`src/rtl/uart_rx_top_if.sv`:
```
// uart_rx_top_if: serial line, frame config and received-word signals of the UART receiver.
// master drives the line and config; slave is the receiver.
interface uart_rx_top_if #(
    parameter int DATA_WIDTH     = 8,
    parameter int PRESCALE_WIDTH = 6
);
    logic                      RX_IN;
    logic [PRESCALE_WIDTH-1:0] PRESCALE;
    logic                      PAR_EN;
    logic                      PAR_TYP;
    logic [DATA_WIDTH-1:0]     P_DATA;
    logic                      DATA_VALID;
    logic                      PAR_ERR;
    logic                      STP_ERR;
    logic                      BUSY;
    modport master (
        output RX_IN, PRESCALE, PAR_EN, PAR_TYP,
        input  P_DATA, DATA_VALID, PAR_ERR, STP_ERR, BUSY
    );
    modport slave (
        input  RX_IN, PRESCALE, PAR_EN, PAR_TYP,
        output P_DATA, DATA_VALID, PAR_ERR, STP_ERR, BUSY
    );
endinterface

```
`src/rtl/uart_rx_top.sv`:
```
// uart_rx_top: oversampling UART receiver with 3-sample majority vote, optional parity,
// and one-cycle DATA_VALID / PAR_ERR / STP_ERR pulses at the stop-bit decision.
module uart_rx_top #(
    parameter int DATA_WIDTH     = 8,
    parameter int PRESCALE_WIDTH = 6
) (
    input logic          CLK,
    input logic          RST,
    uart_rx_top_if.slave bus
);
    localparam int PW = PRESCALE_WIDTH;
    localparam int BW = (DATA_WIDTH > 1) ? $clog2(DATA_WIDTH) : 1;
    localparam logic [BW-1:0] LAST = BW'(DATA_WIDTH - 1);

    typedef enum logic [2:0] {IDLE, START, DATA, PARITY, STOP} state_t;

    state_t                state, state_n;
    logic                  sync1, rx_s;
    logic [PW-1:0]         pre, edge_cnt, edge_n, half;
    logic [BW-1:0]         bit_cnt, bit_n;
    logic                  par_en_q, par_typ_q;
    logic                  s0, s1, par_bit, decision;
    logic                  bit_end, is_dec, stop_dec, perr, serr;
    logic [DATA_WIDTH-1:0] shreg, p_data;
    logic                  valid, par_err, stp_err;

    assign half     = pre >> 1;
    assign bit_end  = edge_cnt == pre - PW'(1);
    assign is_dec   = edge_cnt == half + PW'(1);
    assign decision = (s0 & s1) | (s0 & rx_s) | (s1 & rx_s);
    assign stop_dec = state == STOP && is_dec;
    assign perr     = par_en_q & (par_bit != ((^shreg) ^ par_typ_q));
    assign serr     = ~decision;

    always_comb begin
        state_n = state;
        bit_n   = bit_cnt;
        case (state)
            IDLE:    state_n = rx_s ? IDLE : START;
            START:   state_n = (is_dec && decision) ? IDLE : (bit_end ? DATA : START);
            DATA: begin
                bit_n   = bit_end ? ((bit_cnt == LAST) ? '0 : bit_cnt + BW'(1)) : bit_cnt;
                state_n = (bit_end && bit_cnt == LAST) ? (par_en_q ? PARITY : STOP) : DATA;
            end
            PARITY:  state_n = bit_end ? STOP : PARITY;
            STOP:    state_n = is_dec ? IDLE : STOP;
            default: state_n = IDLE;
        endcase
        edge_n = (state == IDLE || state_n == IDLE || bit_end) ? '0 : edge_cnt + PW'(1);
    end

    always_ff @(posedge CLK or posedge RST) begin
        if (RST) begin
            sync1     <= 1'b1;
            rx_s      <= 1'b1;
            state     <= IDLE;
            edge_cnt  <= '0;
            bit_cnt   <= '0;
            pre       <= '0;
            par_en_q  <= 1'b0;
            par_typ_q <= 1'b0;
            s0        <= 1'b0;
            s1        <= 1'b0;
            par_bit   <= 1'b0;
            shreg     <= '0;
            p_data    <= '0;
            valid     <= 1'b0;
            par_err   <= 1'b0;
            stp_err   <= 1'b0;
        end else begin
            sync1    <= bus.RX_IN;
            rx_s     <= sync1;
            state    <= state_n;
            edge_cnt <= edge_n;
            bit_cnt  <= bit_n;
            // frame configuration is frozen for the whole frame at start detection
            if (state == IDLE && !rx_s) begin
                pre       <= bus.PRESCALE;
                par_en_q  <= bus.PAR_EN;
                par_typ_q <= bus.PAR_TYP;
            end
            if (edge_cnt == half - PW'(1)) s0 <= rx_s;
            if (edge_cnt == half) s1 <= rx_s;
            if (state == DATA && is_dec) shreg <= {decision, shreg[DATA_WIDTH-1:1]};
            if (state == PARITY && is_dec) par_bit <= decision;
            valid   <= stop_dec & ~perr & ~serr;
            par_err <= stop_dec & perr;
            stp_err <= stop_dec & serr;
            if (stop_dec && !perr && !serr) p_data <= shreg;
        end
    end

    assign bus.P_DATA     = p_data;
    assign bus.DATA_VALID = valid;
    assign bus.PAR_ERR    = par_err;
    assign bus.STP_ERR    = stp_err;
    assign bus.BUSY       = state != IDLE;
endmodule

```
`src/flat_wrapper.sv`:
```
// flat-port wrapper written by rule: the top's interface ports become plain ports
module uart_rx_top_flat 
#(
    parameter int DATA_WIDTH     = 8,
    parameter int PRESCALE_WIDTH = 6
)
  (CLK, RST, bus_RX_IN, bus_PRESCALE, bus_PAR_EN, bus_PAR_TYP, bus_P_DATA, bus_DATA_VALID, bus_PAR_ERR, bus_STP_ERR, bus_BUSY);
  uart_rx_top_if #(.DATA_WIDTH(DATA_WIDTH), .PRESCALE_WIDTH(PRESCALE_WIDTH)) bus_i ();
  input logic CLK;
  input logic RST;
  input wire logic [$bits(bus_i.RX_IN)-1:0] bus_RX_IN;
  input wire logic [$bits(bus_i.PRESCALE)-1:0] bus_PRESCALE;
  input wire logic [$bits(bus_i.PAR_EN)-1:0] bus_PAR_EN;
  input wire logic [$bits(bus_i.PAR_TYP)-1:0] bus_PAR_TYP;
  output wire logic [$bits(bus_i.P_DATA)-1:0] bus_P_DATA;
  output wire logic [$bits(bus_i.DATA_VALID)-1:0] bus_DATA_VALID;
  output wire logic [$bits(bus_i.PAR_ERR)-1:0] bus_PAR_ERR;
  output wire logic [$bits(bus_i.STP_ERR)-1:0] bus_STP_ERR;
  output wire logic [$bits(bus_i.BUSY)-1:0] bus_BUSY;
  assign bus_i.RX_IN = bus_RX_IN;
  assign bus_i.PRESCALE = bus_PRESCALE;
  assign bus_i.PAR_EN = bus_PAR_EN;
  assign bus_i.PAR_TYP = bus_PAR_TYP;
  assign bus_P_DATA = bus_i.P_DATA;
  assign bus_DATA_VALID = bus_i.DATA_VALID;
  assign bus_PAR_ERR = bus_i.PAR_ERR;
  assign bus_STP_ERR = bus_i.STP_ERR;
  assign bus_BUSY = bus_i.BUSY;
  uart_rx_top #(.DATA_WIDTH(DATA_WIDTH), .PRESCALE_WIDTH(PRESCALE_WIDTH)) u_core (.CLK(CLK), .RST(RST), .bus(bus_i));
endmodule
```
`config.mk`:
```
export PLATFORM = sky130hd
export DESIGN_NAME = uart_rx_top_flat
export DESIGN_NICKNAME = d
export VERILOG_FILES = /design/src/rtl/uart_rx_top_if.sv /design/src/rtl/uart_rx_top.sv /design/src/flat_wrapper.sv
export SDC_FILE = /design/constraint.sdc
export NUM_CORES = 1
export LEC_CHECK = 0
export CORE_MARGIN = 2
export CORE_UTILIZATION = 40
export DETAILED_ROUTE_END_ITERATION = 8
export SKIP_CTS_REPAIR_TIMING = 1
export SLEW_MARGIN = 10
export SYNTH_ARGS = -nofsm -noshare
export SYNTH_HDL_FRONTEND = slang
export SYNTH_SLANG_ARGS = --single-unit
```
`constraint.sdc`:
```
create_clock -name CLK -period 6.2 [get_ports CLK]
set_input_delay 1.24 -clock CLK [delete_from_list [all_inputs] [get_ports CLK]]
set_output_delay 1.24 -clock CLK [all_outputs]
set_load 0.05 [all_outputs]
```
# Word level (Yosys, flattened, before mapping)

Index checks and enable logic that the tools add are counted.
Widths: inputs -> output; s select.

Input bits: 11
Register bits: 44
Word-level logic and storage cells: 71

Bitwise gates (word level): 13
Muxes and demuxes: 10
Eq/ne operators: 10
Reductions and logical operators: 17
Add/subtract/negate cells: 5

Operator list:

| kind                | number |
|---|---|
| $eq 6x6->1          | 3 |
| $mux 3              | 6 |
| $pmux 3 s5          | 1 |
| $and 1x1->1         | 8 |
| $logic_and 1x1->1   | 8 |
| $reduce_xor 8->1    | 1 |
| $add 5x1->6 const B | 1 |
| $add 6x1->6 const B | 1 |
| $eq 3x2->1 const B  | 2 |
| $eq 3x3->1 const B  | 2 |
| $eq 6x5->1          | 1 |
| $logic_not 3->1     | 2 |
| $mux 6              | 1 |
| $sub 5x1->6 const B | 1 |
| $sub 6x1->6 const B | 1 |
| $add 3x1->3 const B | 1 |
| $eq 3x1->1 const B  | 1 |
| $reduce_bool 3->1   | 1 |
| $logic_not 1->1     | 2 |
| $logic_or 1x1->1    | 2 |
| $mux 2              | 1 |
| $not 1->1           | 2 |
| $or 1x1->1          | 2 |
| $reduce_and 2->1    | 1 |
| other kinds (3)     | 3 |

# Depth between registers and ports, before layout

Gate-level depths: netlist (run 1).

Depth in word-level cells: 10
Mapped depth: 9

# Worst setup path after synthesis (run 1)

OpenSTA, ideal clock, no wires.

Path kind: register to register
Start: reg u_core.pre[2]
End: reg u_core.shreg[0]
Path buffers: 1
Data arrival time: 2,288 ps
Slack: 3,787 ps
Stages on the path, launching flop included: 10
Data required time: 6,075 ps
Period minus slack after synthesis: 2,413 ps
Path through: dfrtp_1 -> buf_2 -> inv_1 -> ha_1 -> xnor2_1 -> nand2_1 -> nor4_2 -> nand2_4 -> nor3_4 -> mux2_2

Cells in the longest elaborated chain, start to end: 3

RTL lines:

| item                   | line              | RTL |
|---|---|---|
| from (decl)            | uart_rx_top.sv:19 | `logic [PW-1:0] pre, edge_cnt, edge_n, half;` |
| from (signal assigned) | uart_rx_top.sv:78 | `pre <= bus.PRESCALE;` |
| $add 5x1->6            | uart_rx_top.sv:29 | `assign is_dec = edge_cnt == half + PW'(1);` |
| $eq 6x6->1             | uart_rx_top.sv:29 |  |
| $logic_and 1x1->1      | uart_rx_top.sv:84 | `if (state == DATA && is_dec) shreg <= {decision, shreg[DATA_WIDTH-1:1]};` |
| to (signal assigned)   | uart_rx_top.sv:84 |  |
| to (decl)              | uart_rx_top.sv:24 | `logic [DATA_WIDTH-1:0] shreg, p_data;` |

No other way between the ends.
A chain may end at the register's enable or synchronous reset.

# Final worst setup path (run 1)

Start: reg u_core.state[0]
End: out bus_BUSY

Cells in the longest elaborated chain, start to end: 1

RTL lines:

| item                   | line               | RTL |
|---|---|---|
| from (decl)            | uart_rx_top.sv:17  | `state_t state, state_n;` |
| from (signal assigned) | uart_rx_top.sv:73  | `state <= state_n;` |
| $reduce_bool 3->1      | uart_rx_top.sv:97  | `assign bus.BUSY = state != IDLE;` |
| to (decl)              | flat_wrapper.sv:19 | `output wire logic [$bits(bus_i.BUSY)-1:0] bus_BUSY;` |

No other way between the ends.

==> summary.md, run 1 <==
| Metric | Value |
|---|---|
| Status | complete, no violations |
| Mapped Nets | approximately 230 |
| Max-capacitance violation count | 0 |
| Yosys warns | 0 |
| All-layer global routing usage | between 10% and 20% |
| Sequential element share of the synthesized area | 46.4% |
| Peak VDD IR | ~0.15 mV |
| Clock tree sinks | 44 |
| Worst skew pair latency | slightly below 0.3 ns |
| First-pass GRT wire length | around 7.4 mm |
| Crit-path max FO | 11 |
| PortBufs | 22 |
| Crit path time final | between 3 and 4 ns |
| Synthesized instance count | approximately 210 |
| Fin crit share | 51.5% |
| Post-route insts no fill | approximately 310 |
| FP Rows | 28 |
| CTS buffer count | 5 |
| Fin. Hold Viols | 0 |
| Post-synth EDFFs | 0 |
| Slew margin rel. | approximately a third |
| Dpl ws | 3.32 ns |
| Die H | about 81 um |
| Post-Route Skew | between 0.008 and 0.009 ns |
| Post-synthesis register bit count | 44 |
| Final WL | roughly 4.4 mm |
| Gr ovfl total | 0 |
| Final TNS setup | 0 ns |
| Unrepaired setup endpoints after global routing | false |
| DP Wirelength | 3.09 mm |
| Class of the worst hold path | flip-flop to flip-flop |
| Boundary pin count | 23 |
| Mapped Area | approximately 0.0024 sq mm |
| Startpoint Class | flip-flop |
| CTS tree | done |
| Worst-margin pin slew | ~1 ns |
| Dominant synthesized flop cell | dfrtp_1 |
| Pwr Total | around 0.0011 W |
| Top cells by area, synth | dfrtp_1 44%, mux2_2 12%, xnor2_1 5.9% |
| Die ar. | about 0.0066 sq mm |
| WL per Instance | approximately 14 um |
| Top cell type's share of synthesized area | around 44% |
| Fraction of registers with async set/reset | 100% |
| Netlist cell types | 42 |
| Leading area contributor after synthesis | dfrtp_1 |
| Fin. max-slew vios | 0 |
| Worst EP required | a little under 5 ns |
| Vias per inst | 4.96 |
| Final Util | a little under half |
| Initial antenna violation count | 0 |
| Pre-antenna DRT Iters | 4 |
| DRC violations left | 0 |
| P_leak | around 1.3 nW |
| Vias post-DR | 1532 |
| Nets | approximately 250 |
| Pwr dens | about 400 mW/mm^2 |
| WHS Path Cells | 0 |
| Largest net degree at the start of global routing | 45 |
| Die Span X | ~81 um |
| Share of layout cells above drive strength 1 | 20.1% |
| Clk pin slew, worst setup/hold paths | 0.08 ns |
| Dpl cells | roughly 300 |
| Vias in the first global route | 1550 |
| Clock buffer depth | 2 |
| CORE AREA | about 0.0058 sq mm |
| Antenna-violating nets left | 0 |
| Mean Syn Cell Area | about 11 sq um |
| 1st-iter DRT viols | 99 |
| GPL Wtd Cong | roughly 0.8 |
| Area growth syn-to-layout | 15.4% |
| Cells on worst reg2reg path | 8 |
| Critical path arrival | ~2 ns |
| Initial Util | 40.9% |
| Crit path kind | flip-flop to output port |
| Max Clock Freq | 0.313 GHz |
| Setup violators final | 0 |
| CP endpoint kind | output port |
| CTS HTree Levels | 2 |
| Setup ws final | roughly 3 ns |
| Antenna cells | 0 |
| Clock Root Buffer | clkbuf_8 |
cells in the mapped netlist (5+ instances only):
library cell	number
a21oi_1	5
dfrtp_1	42
ha_1	7
inv_1	7
mux2_2	26
nand2_1	15
nand3_1	8
nor2_1	17
nor3_1	7
o21ai_0	7
xnor2_1	16
xor2_1	12
power breakdown:
group          switching, W  total, W  internal [W]
Sequential         0.000107  0.000452      0.000345
Clock             0.0000940  0.000183     0.0000890
Combinational      0.000254  0.000475      0.000221
cells in the final DEF, fill, tap and decap left out, types with 2 or more instances in the layout:
cell	synthesis	final
a21boi_0	2	2
o21ai_0	7	7
dfrtp_1	42	42
nand2b_1	4	4
xor2_2	2	2
nor4_1	2	2
xnor2_1	16	16
inv_1	7	6
mux2_2	26	26
ha_1	7	7
nor2_1	17	17
clkinv_2	0	2
xor2_1	12	12
a21oi_1	5	5
clkbuf_8	0	6
nor3_1	7	7
o31ai_2	2	2
dfstp_2	2	2
nand3_1	8	8
clkdlybuf4s50_1	0	22
nand2_1	15	15
worst paths after layout:
check / from / endpoint / slack (ns)
hold / removal: u_core.sync1 / u_core.rx_s / 0.36
max in group asynchronous: RST / u_core.par_typ_q / 4.14
setup / recovery: u_core.state[0] / bus_BUSY / 3.01
setup reg to reg: u_core.pre[1] / u_core.bit_cnt[1] / 3.44
min in group asynchronous: RST / u_core.pre[5] / 1.47
hold reg to reg: u_core.sync1 / u_core.rx_s / 0.36
worst max-delay path, stage by stage (launching register included):
cell,delay [ns]
dfrtp_1,0.51
or3_1,0.43
clkdlybuf4s50_1,0.72
area by class of cell:
| cell class | count | area (sq um) |
|---|---|---|
| inverters | 7 | 26.3 |
| repair buffers | 22 | 220 |
| clock inverters | 2 | 10.0 |
| flip-flops and latches | 44 | 1100 |
| clock buffers | 6 | 82.6 |
| well taps | 75 | 93.8 |
| fillers | 563 | 3070 |
| multi-input cells | 153 | 1210 |
cell families (layout without fill, tap and decap cells):
kind of cell | after synthesis | count (layout) | synth area share [%]
AO/OA/AOI/OAI | 22 | 22 | 6.42
buffers and inverters | 16 | 37 | 2.79
flip-flops | 44 | 44 | 46.4
AND/OR/NAND/NOR | 65 | 65 | 14.9
adder cells (fa/ha/maj) | 8 | 8 | 4.10
XOR/XNOR | 31 | 31 | 12.6
multiplexers | 27 | 27 | 12.7
per-layer routing:
layer  part of all wire, %  GRT usage (%)  up-vias
li1                      -              -      769
met1                    49           19.9      740
met2                    47           23.6       18
met3                   3.0           3.33        5
met4                  0.99           4.58        0
met5                     0              0        -
stage by stage:
| step | hold slack, ns | area (sq um) |
|---|---|---|
| global route | 0.367 | 2750 |
| global placement | 0.346 | 2650 |
| floorplan | 0.345 | 2380 |
| CTS | 0.359 | 2750 |
| finish | 0.357 | 2750 |
| detailed placement | 0.348 | 2650 |
registers in the layout (all words and copies together), names as in the netlist, 3 cells and up:
| name | count |
|---|---|
| u_core.bus.P_DATA | 8 |
| u_core.bit_cnt | 3 |
| u_core.pre | 6 |
| u_core.edge_cnt | 6 |
| u_core.shreg | 8 |
| u_core.state | 3 |
No activity file was read; power rests on OpenSTA's default activity.
==> inputs of run 2 (changes only) <==
Clock period 6.2 ns to 3.2 ns, I/O delays scaled along.
==> run 2 against run 1 <==
  * Critical path type is now flip-flop to flip-flop
  * First-iteration DRC count down 66%
  * Die area unchanged
  * Design area up 0.82%
  * Via count down 0.39%
  * Combinational power up 100%
  * Total power up 96%
  * Highest routed layer unchanged
  * Wire length up 2.4%
==> summary.md, run 2 (synthesized netlist as in run 1, its figures left out) <==
| Metric | Value |
|---|---|
| R2R Path Start | u_core.pre[2] |
| Vias per inst | approximately 4.9 |
| Initial antenna violation count | 0 |
| Die Span X | roughly 81 um |
| Max incr delay on CP | just over 0.5 ns |
| Dpl ws | 0.510 ns |
| Post-Route Skew | 0.00864 ns |
| Top Family by Delay on Critical Path | simple AND/OR/NAND/NOR gates |
| Crit path kind | flip-flop to flip-flop |
| Antenna-violating nets left | 0 |
| CTS HTree Levels | 2 |
| RR Endpoint | u_core.shreg[0] |
| Combinational share of power | between 40% and 50% |
| Crit. path cell count | 8 |
| Worst skew pair latency | roughly 0.3 ns |
| Setup crit end | u_core.shreg[0] |
| Fin. Hold Viols | 0 |
| Crit path launch | u_core.pre[2] |
| Fin crit share | approximately 84% |
| Share of layout cells above drive strength 1 | about a fifth |
| Die ar. | ~0.0066 sq mm |
| DP Wirelength | between 3 and 4 mm |
| Clk pin slew, worst setup/hold paths | 0.09 ns |
| Worst-margin pin slew | 0.933 ns |
| Slew margin rel. | between 30% and 40% |
| Antenna cells | 0 |
| First-pass GRT wire length | about 7.2 mm |
| Flop pwr share | between 30% and 40% |
| Max-capacitance violation count | 0 |
| P_leak | between 1 and 1.5 nW |
| Nets | ~250 |
| Pwr dens | between 700 and 800 mW/mm^2 |
| Area growth syn-to-layout | 16.4% |
| Vias post-DR | 1526 |
| Post-route insts no fill | 312 |
| Crit-path max FO | 8 |
| FP Rows | 28 |
| Worst EP required | roughly 3.4 ns |
| Die H | 81.1 um |
| Int Power | 0.00127 W |
| Largest net degree at the start of global routing | 45 |
| Status | complete, no violations |
| CTS buffer count | 5 |
| Gr ovfl total | 0 |
| Startpoint Class | flip-flop |
| Boundary pin count | 23 |
| Clock buffer depth | 2 |
| Setup violators final | 0 |
| Crit-path slowest cell | dfrtp_1 |
| Cells on worst reg2reg path | 8 |
| Peak VDD IR | around 0.35 mV |
| Max Clock Freq | about 0.37 GHz |
| Vias in the first global route | ~1500 |
| Initial Util | between 40% and 50% |
| Fin. max-slew vios | 0 |
| DRC violations left | 0 |
| Worst R2R Setup Slack | between 0.5 and 0.6 ns |
| Commonest non-fill, non-tap cell in the layout | dfrtp_1 |
| 1st-iter DRT viols | 34 |
| Clk pwr share | between 10% and 20% |
| CORE AREA | around 0.0058 sq mm |
| Design Area, Final | roughly 0.0028 sq mm |
| Placed cell area | between 0.002 and 0.003 sq mm |
| Final TNS setup | 0 ns |
| WL per Instance | between 10 and 15 um |
| Clock tree sinks | 44 |
| GPL Wtd Cong | about 0.81 |
| PortBufs | 22 |
| Crit path time final | roughly 2.7 ns |
| CP Buf/Inv Count | 1 |
| Worst hold slack | approximately 0.36 ns |
| Final WL | 4.47 mm |
| Crit-path cells | inv_1 -> ha_1 -> xnor2_1 -> nand2_1 -> nor4_2 -> nand2_4 -> nor3_4 -> mux2_2 |
| CP endpoint kind | flip-flop |
| Class of the worst hold path | flip-flop to flip-flop |
| Setup ws final | about 0.5 ns |
| CTS tree | done |
| Clock Root Buffer | clkbuf_8 |
| Net Sw Frac | around two fifths |
| Dpl cells | slightly above 300 |
| Pre-antenna DRT Iters | 4 |
| Most frequent cells in the layout | 42 x dfrtp_1, 26 x mux2_2, 22 x clkdlybuf4s50_1 |
| Psw | about 0.00091 W |
| Critical path arrival | between 2 and 3 ns |
| All-layer global routing usage | between 10% and 20% |
| Unrepaired setup endpoints after global routing | false |
==> run 2: per-stage QoR <==
stage | power, W | util, %
6_report | 0.00218 | 47.6
5_1_grt | 0.00236 | 47.6
4_1_cts | 0.00220 | 47.6
3_5_place_dp | 0.00183 | 46.0
3_3_place_gp | 0.00183 | 46.0
2_1_floorplan | 0.00163 | -
==> run 2: worst min-delay path by stage <==
stage | start | end | slack, ns | depth (start not counted)
final | u_core.sync1 | u_core.rx_s | 0.36 | 0
after global routing | u_core.sync1 | u_core.rx_s | 0.36 | 0
after CTS | u_core.sync1 | u_core.rx_s | 0.36 | 0
after detailed placement | u_core.sync1 | u_core.rx_s | 0.35 | 0
after global placement | u_core.sync1 | u_core.rx_s | 0.35 | 0
after floorplan | u_core.sync1 | u_core.rx_s | 0.35 | 0
==> run 2: layout make-up <==
type | count | area (sq um)
clock buffer | 5 | 68.8
clock inverter | 3 | 23.8
fill | 550 | 3050
inverter | 7 | 26.3
multi-input combinational | 153 | 1210
sequential | 44 | 1100
tap | 75 | 93.8
timing repair buffer | 25 | 243
==> run 2: routing by layer <==
metal	track usage, %	part of all wire (%)
met1	19.7	49
met3	3.00	2.7
met4	3.56	0.38
met5	0	0
met2	23.9	48
==> run 2: power by group through the flow <==
stage	Clock, W	Combinational [W]	Sequential [W]
final	0.000358	0.000960	0.000858
after global routing	0.000390	0.00108	0.000884
after CTS	0.000372	0.000970	0.000862
after detailed placement	0	0.000963	0.000872
after global placement	0	0.000960	0.000870
after floorplan	0	0.000878	0.000752
==> inputs of run 3 (changes only) <==
Clock period 3.2 ns to 2.41 ns, I/O delays scaled along.
==> run 3 against run 2 <==
  * Die area stayed put
  * First-iteration DRC count is 15% higher
  * Worst hold slack worse by 0.0023 ns
  * Total power is 51% higher
  * Critical endpoint is now u_core.shreg[1]
  * Highest routed layer unchanged
==> summary.md, run 3 (synthesized netlist as in run 1, its figures left out) <==
| Metric | Value |
|---|---|
| Die ar. | 0.00658 sq mm |
| Initial antenna violation count | 0 |
| FF+latch area | 0.00110 sq mm |
| 1st-iter DRT viols | 39 |
| Pwr dens | between 1000 and 1500 mW/mm^2 |
| Max-capacitance violation count | 0 |
| Startpoint Class | flip-flop |
| Clock tree sinks | 44 |
| Net Sw Frac | between 30% and 40% |
| Crit path kind | flip-flop to flip-flop |
| GPL Wtd Cong | 0.916 |
| Die H | around 81 um |
| Worst hold slack | roughly 0.36 ns |
| Most frequent cells in the layout | 42 x dfrtp_1, 26 x mux2_2, 21 x clkdlybuf4s50_1 |
| DRC violations left | 0 |
| Fin crit share | 96.2% |
| Crit-path slowest cell | dfrtp_1 |
| P_leak | 1.39 nW |
| Die Span X | between 80 and 90 um |
| Combinational share of power | between 40% and 50% |
| Class of the worst hold path | flip-flop to flip-flop |
| Share of layout cells above drive strength 1 | 27.7% |
| Setup violators final | 0 |
| PortBufs | 22 |
| Gr ovfl total | 0 |
| Critical path arrival | about 2.5 ns |
| Largest net degree at the start of global routing | 28 |
| Nets | 270 |
| Crit-path cells | inv_1 -> ha_4 -> xnor2_2 -> nand2_1 -> nor4_4 -> buf_4 -> nand2_4 -> nor3_4 -> buf_12 -> mux2_2 |
| DP Wirelength | ~3.5 mm |
| Post-Route Skew | about 0.0071 ns |
| Vias in the first global route | approximately 1600 |
| Vias post-DR | between 1500 and 2000 |
| Fin. Hold Viols | 0 |
| WL per Instance | 14.4 um |
| Fin. max-slew vios | 0 |
| Antenna cells | 0 |
| Peak VDD IR | around 0.54 mV |
| Max incr delay on CP | 0.40 ns |
| FP Rows | 28 |
| Crit-path max FO | 8 |
| CTS tree | done |
| Multi-input gate area | around 0.0012 sq mm |
| Clock buffer depth | 2 |
| Clock Root Buffer | clkbuf_8 |
| CORE AREA | just under 0.006 sq mm |
| Int Power | around 0.002 W |
| Antenna-violating nets left | 0 |
| Max Clock Freq | between 0.4 and 0.5 GHz |
| CTS buffer count | 5 |
| CP endpoint kind | flip-flop |
| First-pass GRT wire length | about 7.6 mm |
| Slew margin rel. | 66.3% |
| CP Buf/Inv Count | 3 |
| Clk pwr share | 17.5% |
| Clk pin slew, worst setup/hold paths | approximately 0.09 ns |
| Final WL | ~4.7 mm |
| Worst skew pair latency | 0.30 ns |
| Dpl cells | between 300 and 400 |
| Boundary pin count | 23 |
| Commonest non-fill, non-tap cell in the layout | dfrtp_1 |
| Worst EP required | between 2 and 3 ns |
| Psw | between 0.001 and 0.0015 W |
| Worst-margin pin slew | between 0.5 and 0.6 ns |
| Initial Util | about 40% |
| Area growth syn-to-layout | 25.3% |
| Status | complete, no violations |
| Fill count | between 500 and 600 |
| Pre-antenna DRT Iters | 4 |
| Top Family by Delay on Critical Path | simple AND/OR/NAND/NOR gates |
| Vias per inst | 4.95 |
| Crit path time final | 2.32 ns |
| Post-route insts no fill | ~330 |
| All-layer global routing usage | between 15 and 20% |
| Flop pwr share | about a third |
| CTS HTree Levels | 2 |
[run 3: metal layers]
metal | routed length, um | global-route usage [%] | vias to the layer above | share of wire [%]
met5 | 0 | 0 | - | 0
met4 | 56 | 5.59 | 0 | 1.2
met3 | 152 | 3.00 | 5 | 3.2
met2 | 2420 | 26.9 | 18 | 51
met1 | 2070 | 19.2 | 793 | 44
li1 | - | - | 806 | -
[run 3: cell type report]
cell class,instances,share of cell area (%)
Tap cell,75,3.15
Sequential cell,44,37.0
Multi-Input combinational cell,153,41.9
Clock buffer,5,2.31
Inverter,7,0.882
Timing Repair Buffer,41,13.1
Clock inverter,3,1.60
[run 3: path summary, 6_finish.rpt]
check | start | endpoint | slack [ns] | cells past startpoint
max | u_core.pre[2] | u_core.shreg[1] | 0.09 | 10
min | u_core.sync1 | u_core.rx_s | 0.36 | 0
max reg2reg | u_core.pre[2] | u_core.shreg[1] | 0.09 | 10
min reg2reg | u_core.sync1 | u_core.rx_s | 0.36 | 0
max in group asynchronous | RST | u_core.rx_s | 1.38 | 3
min in group asynchronous | RST | u_core.pre[5] | 0.49 | 2
[run 3: power groups by stage]
stage / clock, W / combinational (W) / sequential (W)
floorplan: 0 / 0.00119 / 0.000999
global placement: 0 / 0.00152 / 0.00108
detailed placement: 0 / 0.00153 / 0.00108
CTS: 0.000599 / 0.00154 / 0.00107
global route: 0.000629 / 0.00180 / 0.00110
finish: 0.000578 / 0.00164 / 0.00108
[run 3: through the flow]
step	util [%]	setup TNS, ns	setup WS (ns)	instance area, sq um	power (W)
final	51.2	0	0.0911	2980	0.00329
after global routing	51.2	-0.160	-0.0268	2980	0.00353
after CTS	50.2	-0.00555	-0.00265	2920	0.00321
after detailed placement	48.2	0	0.00812	2800	0.00261
after global placement	48.2	0	0.0526	2800	0.00260
after floorplan	-	0	0.0673	2390	0.00219
==> patch 1 (settings of run 3) <==
`PRESCALE_WIDTH` is set to 6 in 3 places; all go to 3.
--- a/src/rtl/uart_rx_top_if.sv
+++ b/src/rtl/uart_rx_top_if.sv
@@ -3,5 +3,5 @@
 interface uart_rx_top_if #(
     parameter int DATA_WIDTH     = 8,
-    parameter int PRESCALE_WIDTH = 6
+    parameter int PRESCALE_WIDTH = 3
 );
     logic                      RX_IN;
--- a/src/rtl/uart_rx_top.sv
+++ b/src/rtl/uart_rx_top.sv
@@ -3,5 +3,5 @@
 module uart_rx_top #(
     parameter int DATA_WIDTH     = 8,
-    parameter int PRESCALE_WIDTH = 6
+    parameter int PRESCALE_WIDTH = 3
 ) (
     input logic          CLK,
--- a/src/flat_wrapper.sv
+++ b/src/flat_wrapper.sv
@@ -3,5 +3,5 @@
 #(
     parameter int DATA_WIDTH     = 8,
-    parameter int PRESCALE_WIDTH = 6
+    parameter int PRESCALE_WIDTH = 3
 )
   (CLK, RST, bus_RX_IN, bus_PRESCALE, bus_PAR_EN, bus_PAR_TYP, bus_P_DATA, bus_DATA_VALID, bus_PAR_ERR, bus_STP_ERR, bus_BUSY);
Ports: changed (resized bus_PRESCALE); port bits go from 23 to 20. The function was not compared with the original's and may differ.
==> patch 1 against run 3 <==
- combinational power fell by 23%
- setup slack gained 0.17 ns
- sequential cell count down 6
- design area down 28%
- synthesized area shrank 25%
- synthesized cell count is 35% lower
- power down 18%
- routed wire length fell by 33%
- largest cell class is now registers
- largest power group unchanged
==> patch 1: results <==
<?xml version="1.0" encoding="UTF-8"?>
<metrics>
  <group name="final_layout">
    <metric name="post_route_cells_drive_above_1_share" unit="">0.231</metric>
    <metric name="post_layout_nonfiller_instances" unit="">221</metric>
    <metric name="finish.net_count" unit="">182</metric>
  </group>
  <group name="route">
    <metric name="drt-total-wl" unit="um">3170</metric>
    <metric name="drtIter0Drc" unit="">17</metric>
  </group>
  <group name="sta">
    <metric name="least_margin_pin_slew" unit="ns">0.500</metric>
    <metric name="worst_clock_skew" unit="ns">0.00905</metric>
  </group>
  <group name="placed_design">
    <metric name="placer_s_final_routability_congestion_estimate" unit="">0.849</metric>
    <metric name="place.port_buffers" unit="">19</metric>
    <metric name="post-place-ws" unit="ns">0.289</metric>
    <metric name="numPlacedInstances" unit="">213</metric>
    <metric name="total_cell_area_at_the_placement_stage" unit="sq um">2060</metric>
    <metric name="dpl.hpwl" unit="um">2270</metric>
  </group>
  <group name="global_routing">
    <metric name="first_global_vias" unit="">1148</metric>
    <metric name="first_pass_grt_wire_length" unit="um">5320</metric>
    <metric name="grt_usage" unit="">0.141</metric>
  </group>
  <group name="logic_synthesis">
    <metric name="yosys-top-cells-area" unit="">dfrtp_1 51%, mux2_2 13%, ha_1 4.2%</metric>
    <metric name="synth_warnings" unit="">0</metric>
    <metric name="synth-xor-area-share" unit="">0.104</metric>
    <metric name="mappedNetlistNets" unit="">152</metric>
    <metric name="syn_avg_cell_area" unit="sq um">12.9</metric>
    <metric name="area_fraction_in_compound_gates_after_synthesis" unit="">0.0606</metric>
    <metric name="synth.yosys.seq_area_share" unit="">0.537</metric>
    <metric name="post_synthesis_mux_area_share" unit="">0.133</metric>
    <metric name="synth_cell_types" unit="">32</metric>
    <metric name="synthAdderAreaFrac" unit="">0.0479</metric>
  </group>
  <group name="setup_path">
    <metric name="cp.arrival" unit="ns">2.31</metric>
    <metric name="worst-r2r-cell-count" unit="">7</metric>
    <metric name="regToRegStartpoint" unit="">u_core.pre[1]</metric>
    <metric name="path_delay_family" unit="">flip-flops</metric>
    <metric name="critPathLaunch" unit="">u_core.pre[1]</metric>
    <metric name="timing.critical_path.fanout_max" unit="">9</metric>
  </group>
  <group name="outcome">
    <metric name="run_status" unit="">completed</metric>
  </group>
  <group name="pwr">
    <metric name="standby_leakage_power" unit="uW">0.00103</metric>
  </group>
  <group name="cts">
    <metric name="clock_tree.root_cell" unit="">clkbuf_8</metric>
  </group>
</metrics>
-- patch 1: changes by cell type after synthesis, moves of 3 or more --
cell,delta
nor2_1,-12
xnor2_1,-8
dfrtp_1,-6
nand3_1,-6
xor2_1,-6
a21oi_1,-5
mux2_2,-5
clkbuf_1,-4
a21o_1,+3
nand2_1,-3
nor3_1,-3
-- patch 1: layer usage --
| layer | track usage | vias to the layer above | routed length (um) |
|---|---|---|---|
| met3 | 0.0484 | 2 | 140 |
| met2 | 0.237 | 18 | 1640 |
| met5 | 0 | - | 0 |
| li1 | - | 539 | - |
| met4 | 0.0608 | 0 | 18 |
| met1 | 0.164 | 531 | 1370 |
-- patch 1: layout make-up --
type                       instances  area, sq um
fill                             393         2170
sequential                        38          953
multi-input combinational         93          795
timing repair buffer              24          230
clock buffer                       7         86.3
tap                               52         65.1
inverter                           6         22.5
clock inverter                     1         5.00
-- patch 1: power by group --
| group | total (uW) | switching, uW | internal, uW |
|---|---|---|---|
| sequential | 993 | 185 | 808 |
| clock | 440 | 209 | 231 |
| combinational | 1270 | 628 | 642 |
| total | 2700 | 1020 | 1680 |
-- patch 1: stage by stage --
step,setup TNS (ns),total power [uW]
finish,0,2700
floorplan,0,1970
CTS,-0.00228,2750
global placement,0,2240
detailed placement,0,2290
global route,0,2900
-- patch 1: final timing paths --
kind	slack (ns)	end
setup / recovery	0.27	u_core.bus.P_DATA[1]
hold / removal	0.36	u_core.rx_s
setup reg to reg	0.27	u_core.bus.P_DATA[1]
hold reg to reg	0.36	u_core.rx_s
max in group asynchronous	1.46	u_core.rx_s
min in group asynchronous	0.60	u_core.par_typ_q
==> patch 2 (config.mk and constraints of run 3) <==
Made on the original files. Re-encode `state_t` (5 states) as one-hot, 5 bits wide.
--- a/src/rtl/uart_rx_top.sv
+++ b/src/rtl/uart_rx_top.sv
@@ -13,5 +13,5 @@
     localparam logic [BW-1:0] LAST = BW'(DATA_WIDTH - 1);
 
-    typedef enum logic [2:0] {IDLE, START, DATA, PARITY, STOP} state_t;
+    typedef enum logic [4:0] {IDLE = 5'b00001, START = 5'b00010, DATA = 5'b00100, PARITY = 5'b01000, STOP = 5'b10000} state_t;
 
     state_t                state, state_n;
Check against the original RTL: same outputs for any inputs over 10 cycles, from zero or initial values and one cycle with RST high; not proved beyond that.
==> patch 2 against run 3 <==
- the flow now finishes with violations (negative setup slack)
- hold slack about the same
- setup slack worse by 0.096 ns
- sequential cell count up 2
- synthesized cell count up 12%
- routed wire length up 4.9%
- die area up 6.7%
- design area up 6.3%
- sequential power down 8%
- final cell count up 8.8%
- power down 13%
- count of clock-buffer cells in the layout unchanged
- synthesized area up 7.0%
- clock skew up 0.0018 ns
==> patch 2: results <==
<?xml version="1.0" encoding="UTF-8"?>
<metrics>
  <group name="setup_path">
    <metric name="crit_path_top_delay_cell" unit="">or4b_4</metric>
    <metric name="r2r_end" unit="">u_core.bus.P_DATA[7]</metric>
    <metric name="timing.critical_path.fanout_max" unit="">9</metric>
    <metric name="regToRegStartpoint" unit="">u_core.pre[1]</metric>
  </group>
  <group name="sta">
    <metric name="setup_slack" unit="ns">-0.00481</metric>
    <metric name="final-setup-viol-count" unit="">4</metric>
    <metric name="hold-worst-slack" unit="ns">0.359</metric>
    <metric name="timing.setup.tns" unit="ns">-0.00999</metric>
    <metric name="worst_clock_skew" unit="ns">0.00893</metric>
  </group>
  <group name="pwr">
    <metric name="switching_power" unit="uW">1070</metric>
    <metric name="peakVddDrop" unit="mV">0.463</metric>
    <metric name="combPwrFrac" unit="">0.449</metric>
    <metric name="standby_leakage_power" unit="uW">0.00142</metric>
    <metric name="power_density" unit="nW/um^2">901</metric>
  </group>
  <group name="global_routing">
    <metric name="grt_start_max_net_pins" unit="">29</metric>
    <metric name="groute.layer.met3.usage" unit="">0.0336</metric>
    <metric name="grt_usage" unit="">0.154</metric>
    <metric name="first_pass_grt_wire_length" unit="um">8580</metric>
  </group>
  <group name="logic_synthesis">
    <metric name="synthAdderAreaFrac" unit="">0.0383</metric>
    <metric name="synth.yosys.seq_area_share" unit="">0.454</metric>
    <metric name="yosys-top-cells-area" unit="">dfrtp_1 42%, xnor2_1 5.5%, mux2_4 4.7%</metric>
    <metric name="synth_cell_types" unit="">44</metric>
    <metric name="post_synthesis_mux_area_share" unit="">0.109</metric>
    <metric name="yosys.area.top_type_share" unit="">0.423</metric>
    <metric name="area_fraction_in_compound_gates_after_synthesis" unit="">0.0964</metric>
    <metric name="mappedNetlistNets" unit="">256</metric>
    <metric name="synth-xor-area-share" unit="">0.109</metric>
  </group>
  <group name="route">
    <metric name="wire_per_inst" unit="um">13.8</metric>
    <metric name="drtIter0Drc" unit="">80</metric>
    <metric name="route.met2.wl" unit="um">2190</metric>
    <metric name="wirelength_met1" unit="um">2540</metric>
    <metric name="route.met3.wl" unit="um">162</metric>
  </group>
  <group name="final_layout">
    <metric name="finish.net_count" unit="">297</metric>
    <metric name="post_route_cells_drive_above_1_share" unit="">0.250</metric>
    <metric name="post_layout_nonfiller_instances" unit="">357</metric>
  </group>
  <group name="outcome">
    <metric name="run_status" unit="">finished with violations</metric>
    <metric name="violations_in_the_final_reports" unit="">negative setup slack</metric>
  </group>
  <group name="placed_design">
    <metric name="total_cell_area_at_the_placement_stage" unit="sq um">3030</metric>
    <metric name="post-place-ws" unit="ns">-0.0314</metric>
  </group>
</metrics>
-- patch 2: worst max path at each step --
stage / startpoint / to / slack [ns]
floorplan: u_core.pre[2] / u_core.bus.P_DATA[0] / -0.14
global placement: u_core.pre[1] / u_core.bus.P_DATA[0] / 0.002
detailed placement: u_core.pre[2] / u_core.bus.P_DATA[6] / -0.03
CTS: u_core.pre[2] / u_core.bus.P_DATA[7] / -0.06
global route: u_core.pre[2] / u_core.bus.P_DATA[1] / -0.06
finish: u_core.pre[1] / u_core.bus.P_DATA[7] / -0.005
-- patch 2: area by class of cell --
class | count | area (sq um)
fill | 568 | 3070
multi-input combinational | 170 | 1350
sequential | 46 | 1150
clock buffer | 5 | 68.8
timing repair buffer | 44 | 407
clock inverter | 3 | 45.0
tap | 77 | 96.3
inverter | 12 | 47.5
